$ cat src/rtl/block_route_ctrl.sv
// Sequencer for the 1-to-2 word demux feeding the ping-pong image banks.
// Steers BLOCK_LEN words to one bank, then flips, stalling while the target bank is still owned.
module block_route_ctrl #(
  parameter int WORD_SIZE = 16,
  parameter int BLOCK_LEN = 784,
  localparam int CNT_W = $clog2(BLOCK_LEN)
) (
  input  logic                 clk,
  input  logic                 rst_n,
  input  logic [WORD_SIZE-1:0] in_data,
  input  logic                 in_valid,
  output logic                 in_ready,
  input  logic                 abort,
  output logic                 sel,
  output logic [WORD_SIZE-1:0] out_data_0,
  output logic [WORD_SIZE-1:0] out_data_1,
  output logic                 out_valid_0,
  output logic                 out_valid_1,
  input  logic                 out_ready_0,
  input  logic                 out_ready_1,
  output logic                 out_last_0,
  output logic                 out_last_1,
  input  logic                 release_0,
  input  logic                 release_1,
  output logic [1:0]           owned,
  output logic [CNT_W-1:0]     word_idx
);

  typedef enum logic {
    S_FILL    = 1'b0,
    S_BLOCKED = 1'b1
  } state_t;

  localparam logic [CNT_W-1:0] LAST_IDX = CNT_W'(BLOCK_LEN - 1);

  state_t           state_q, state_d;
  logic             sel_q, sel_d;
  logic [CNT_W-1:0] cnt_q, cnt_d;
  logic [1:0]       owned_q, owned_d;
  logic             fill;
  logic             tgt_ready;
  logic             at_last;
  logic             xfer;

  always_ff @(posedge clk or negedge rst_n) begin
    if (!rst_n) begin
      state_q <= S_FILL;
      sel_q   <= 1'b0;
      cnt_q   <= '0;
      owned_q <= 2'b00;
    end else begin
      state_q <= state_d;
      sel_q   <= sel_d;
      cnt_q   <= cnt_d;
      owned_q <= owned_d;
    end
  end

  always_comb begin
    // rst_n gates the handshake so outputs are quiet for the whole reset pulse
    fill      = rst_n && (state_q == S_FILL);
    tgt_ready = sel_q ? out_ready_1 : out_ready_0;
    at_last   = (cnt_q == LAST_IDX);

    // in_ready is built without in_valid to keep the source handshake loop-free
    in_ready    = fill && tgt_ready;
    xfer        = in_valid && in_ready;
    out_valid_0 = fill && !sel_q && in_valid;
    out_valid_1 = fill &&  sel_q && in_valid;
    out_last_0  = fill && !sel_q && at_last;
    out_last_1  = fill &&  sel_q && at_last;
    out_data_0  = (rst_n && !sel_q) ? in_data : '0;
    out_data_1  = (rst_n &&  sel_q) ? in_data : '0;

    sel_d   = sel_q;
    cnt_d   = cnt_q;
    owned_d = owned_q;
    if (release_0) owned_d[0] = 1'b0;
    if (release_1) owned_d[1] = 1'b0;

    // abort wins over a same-cycle transfer: the word was offered but is not counted
    if (abort) begin
      cnt_d = '0;
    end else if (xfer) begin
      if (at_last) begin
        cnt_d          = '0;
        owned_d[sel_q] = 1'b1;
        sel_d          = ~sel_q;
      end else begin
        cnt_d = cnt_q + CNT_W'(1);
      end
    end

    state_d = owned_d[sel_d] ? S_BLOCKED : S_FILL;
  end

  assign sel      = sel_q;
  assign owned    = owned_q;
  assign word_idx = cnt_q;

endmodule

$ cat config.mk
export PLATFORM = sky130hd
export DESIGN_NAME = block_route_ctrl
export DESIGN_NICKNAME = d
export VERILOG_FILES = /design/src/rtl/block_route_ctrl.sv
export SDC_FILE = /design/constraint.sdc
export NUM_CORES = 1
export LEC_CHECK = 0
export ABC_CLOCK_PERIOD_IN_PS = 1750
export CAP_MARGIN = 20
export CORE_UTILIZATION = 25
export CTS_CLUSTER_SIZE = 14
export DETAILED_ROUTE_END_ITERATION = 10
export PLACE_DENSITY = 0.68
export SYNTH_ARGS = -nofsm -noshare
export SYNTH_HDL_FRONTEND = slang
export SYNTH_SLANG_ARGS = --single-unit
$ cat constraint.sdc
create_clock -name clk -period 1.75 [get_ports clk]
set_input_delay 0.2625 -clock clk [delete_from_list [all_inputs] [get_ports clk]]
set_output_delay 0.2625 -clock clk [all_outputs]
set_load 0.01 [all_outputs]
==> flow_metrics.py <==
metrics = {
    "status": {
        "outcome": "complete, no violations",
    },
    "flow_run": {
        "drv_cap": 0,
    },
    "synthesis": {
        "synth_area_um2": 1020,
        "netlist.area_leader.share_pct": 34.4,
        "syn_nets": 148,
        "yosysTopAreaCell": "dfrtp_1",
        "synth_flop_cell": "dfrtp_1",
        "yosysWarnings": 0,
        "netlist_top_cells_area": "dfrtp_1 34%, and3_1 12%, and2_1 9.8%",
        "synth_enable_flop_cells": 0,
        "seq_area_frac_synth_pct": 34.4,
        "syn_avg_cell_area_um2": 8.28,
        "syn_inst": 123,
        "yosysUniqueCellTypes": 31,
        "ys_ff_latch": 14,
        "synthArstFlopShare_pct": 100,
    },
    "pwr": {
        "leakage_uw": 0.00109,
        "powerDensity_nw_per_um2": 407,
        "peakVddDrop_uv": 380,
    },
    "global_routing": {
        "grt_pass1_vias": 1340,
        "antenna_found_initial": 0,
        "overflow": 0,
        "grt_pass1_wl_um": 6290,
        "grt_start_max_net_pins": 18,
        "grt_usage_pct": 18.9,
    },
    "clocking": {
        "cts_buffers": 3,
        "clk_pin_slew_worst_paths_ns": 0.06,
        "clockRootBuffer": "clkbuf_8",
        "clk_path_buf_depth": 2,
        "ctsHoldBuffers": 0,
        "cts_tree": "yes",
        "clock-sinks": 14,
        "cts_max_level": 1,
        "clk_latency_ns": 0.25,
    },
    "detailed_routing": {
        "num_vias": 1361,
        "dr.pass1.iters": 4,
        "drt_iter0_markers": 49,
        "ant_nets": 0,
        "wl_um": 4080,
        "viasPerCell": 4.81,
        "routedWlPerCell_um": 14.4,
        "drc_errors": 0,
    },
    "die": {
        "core-area_um2": 3770,
        "die_area_um2": 4330,
        "placementRows": 22,
        "die_x_um": 65.8,
        "start_util_pct": 27.0,
        "ios": 74,
        "chipHeight_um": 65.8,
    },
    "timing": {
        "clock.fmax_mhz": 574,
        "rsz0062_at_grt": "true",
        "fin_worst_skew_ns": 0.00145,
        "post-route-min-period_ns": 1.74,
        "final_hold_viol_count": 0,
        "finalMaxSlewViolations": 0,
        "setup_viol": 0,
        "fin_crit_sh_pct": 99.5,
        "finalWorstSetupSlack_ns": 0.00820,
        "tightest_slew_ns": 0.286,
        "max_slew_margin_pct": 80.8,
    },
    "place": {
        "port_buffers": 73,
        "dpl_cell_area_um2": 1990,
        "place_ws_ns": -0.384,
        "place_congestion": 0.873,
        "dp_cells": 265,
        "place_hpwl_um": 2910,
    },
    "finish": {
        "synthToLayoutAreaGrowth_pct": 103,
        "design_area_um2": 2070,
        "nets": 261,
        "antenna_cells": 0,
        "drive_gt1_share_pct": 34.9,
        "fin_cells": 283,
    },
    "worst_hold_path": {
        "hold_class": "input port to async pin",
    },
    "worst_setup_path": {
        "critPathMaxFanout": 3,
        "arrival_ns": 1.91,
        "reg2reg_depth": 5,
        "cp-end-kind": "flop",
        "rrSetupSlack_ns": 0.008,
        "crit_type": "flop to flop",
        "cp-startpoint": "word_idx[6]$_DFFE_PN0P_",
        "r2r_end": "state_q$_DFF_PN0_",
        "reg2reg_from": "word_idx[6]$_DFFE_PN0P_",
        "crit_required_ns": 1.92,
        "startpoint_type": "flop",
    },
}
Yosys cell counts (2+ instances only):
master	number
a21o_1	2
a21oi_1	7
a31oi_1	2
and2_1	16
and3_1	20
clkbuf_1	5
dfrtp_1	14
inv_1	4
mux2i_1	2
nand2_1	8
nand2b_1	3
nand3_1	7
nor2_1	7
nor3_1	3
nor3b_1	3
o21ai_0	5
placed cells by master (no fill, tap or decap), types with 4 or more instances in the layout:
| cell type | netlist | routed |
|---|---|---|
| and3_1 | 20 | 19 |
| clkdlybuf4s15_1 | 0 | 8 |
| nand2_1 | 8 | 8 |
| buf_4 | 0 | 35 |
| nand3_1 | 7 | 5 |
| clkbuf_8 | 0 | 4 |
| clkdlybuf4s50_1 | 0 | 34 |
| clkbuf_2 | 0 | 17 |
| buf_2 | 0 | 7 |
| nor2_1 | 7 | 7 |
| and2_1 | 16 | 16 |
| o21ai_0 | 5 | 5 |
| dfrtp_1 | 14 | 13 |
| a21oi_1 | 7 | 7 |
| inv_1 | 4 | 4 |
| dlygate4sd2_1 | 0 | 6 |
registers in the layout, summed over array words and instances, names as in the netlist:
signal / cells
owned: 2
sel: 1
state_q: 1
word_idx: 10
report_power, final:
group / internal, uW / switching, uW / total (uW) / leakage (uW)
logic: 112 / 81.5 / 194 / 0.000872
registers: 326 / 1.43 / 327 / 0.000194
clock network: 200 / 122 / 322 / 0.0000288
total: 638 / 205 / 843 / 0.00109
cell type report:
class	count	area (um2)
clock buffers	4	55.1
fillers	335	1700
flip-flops and latches	14	352
well taps	48	60.1
multi-input cells	101	672
inverters	4	15.0
repair buffers	112	917
what timing repair did:
item	4_1_cts	5_1_grt
pin swaps	1	4
buffers inserted	9	4
resized for setup	81	36
endpoints found under the setup margin	39	31
cloned	1	0
cell families after synthesis:
family,after synthesis,synth area share [%]
AO/OA/AOI/OAI,19,10.9
XOR/XNOR,3,3.32
adder cells (fa/ha/maj),1,1.23
buffers and inverters,9,3.32
flip-flops,14,34.4
multiplexers,3,3.44
AND/OR/NAND/NOR,74,43.4
metrics by stage:
stage	hold WS, ns	setup TNS, ns	utilization, %	total power (uW)
3_3_place_gp	0.505	-12.05	52.7	525
3_5_place_dp	0.520	-13.42	52.7	529
2_1_floorplan	-0.0331	0	-	392
6_report	0.0286	0	54.9	843
4_1_cts	0.212	-0.0788	55.7	842
5_1_grt	0.0436	-0.0761	54.9	872
worst max path at each step:
stage / endpoint / slack (ns) / cells after the start
after global placement: out_data_0[5] / -0.35 / 4
after floorplan: state_q$_DFF_PN0_ / 0.15 / 5
final: state_q$_DFF_PN0_ / 0.008 / 5
after CTS: out_data_0[12] / -0.08 / 5
after detailed placement: out_data_0[12] / -0.38 / 4
after global routing: state_q$_DFF_PN0_ / -0.05 / 5
metal layers:
layer,routed length [um],track usage [%]
met5,0,0
met4,62,7.88
met3,167,2.41
met2,2130,33.5
met1,1730,22.6
critical path, stage by stage (launching register included):
cell and delay (ns):
dfrtp_1 0.38, and4bb_2 0.37, nand3_2 0.09, or3_4 0.43
xnor2_2 0.19, mux2i_1 0.21
No activity file was read; power rests on OpenSTA's default activity.
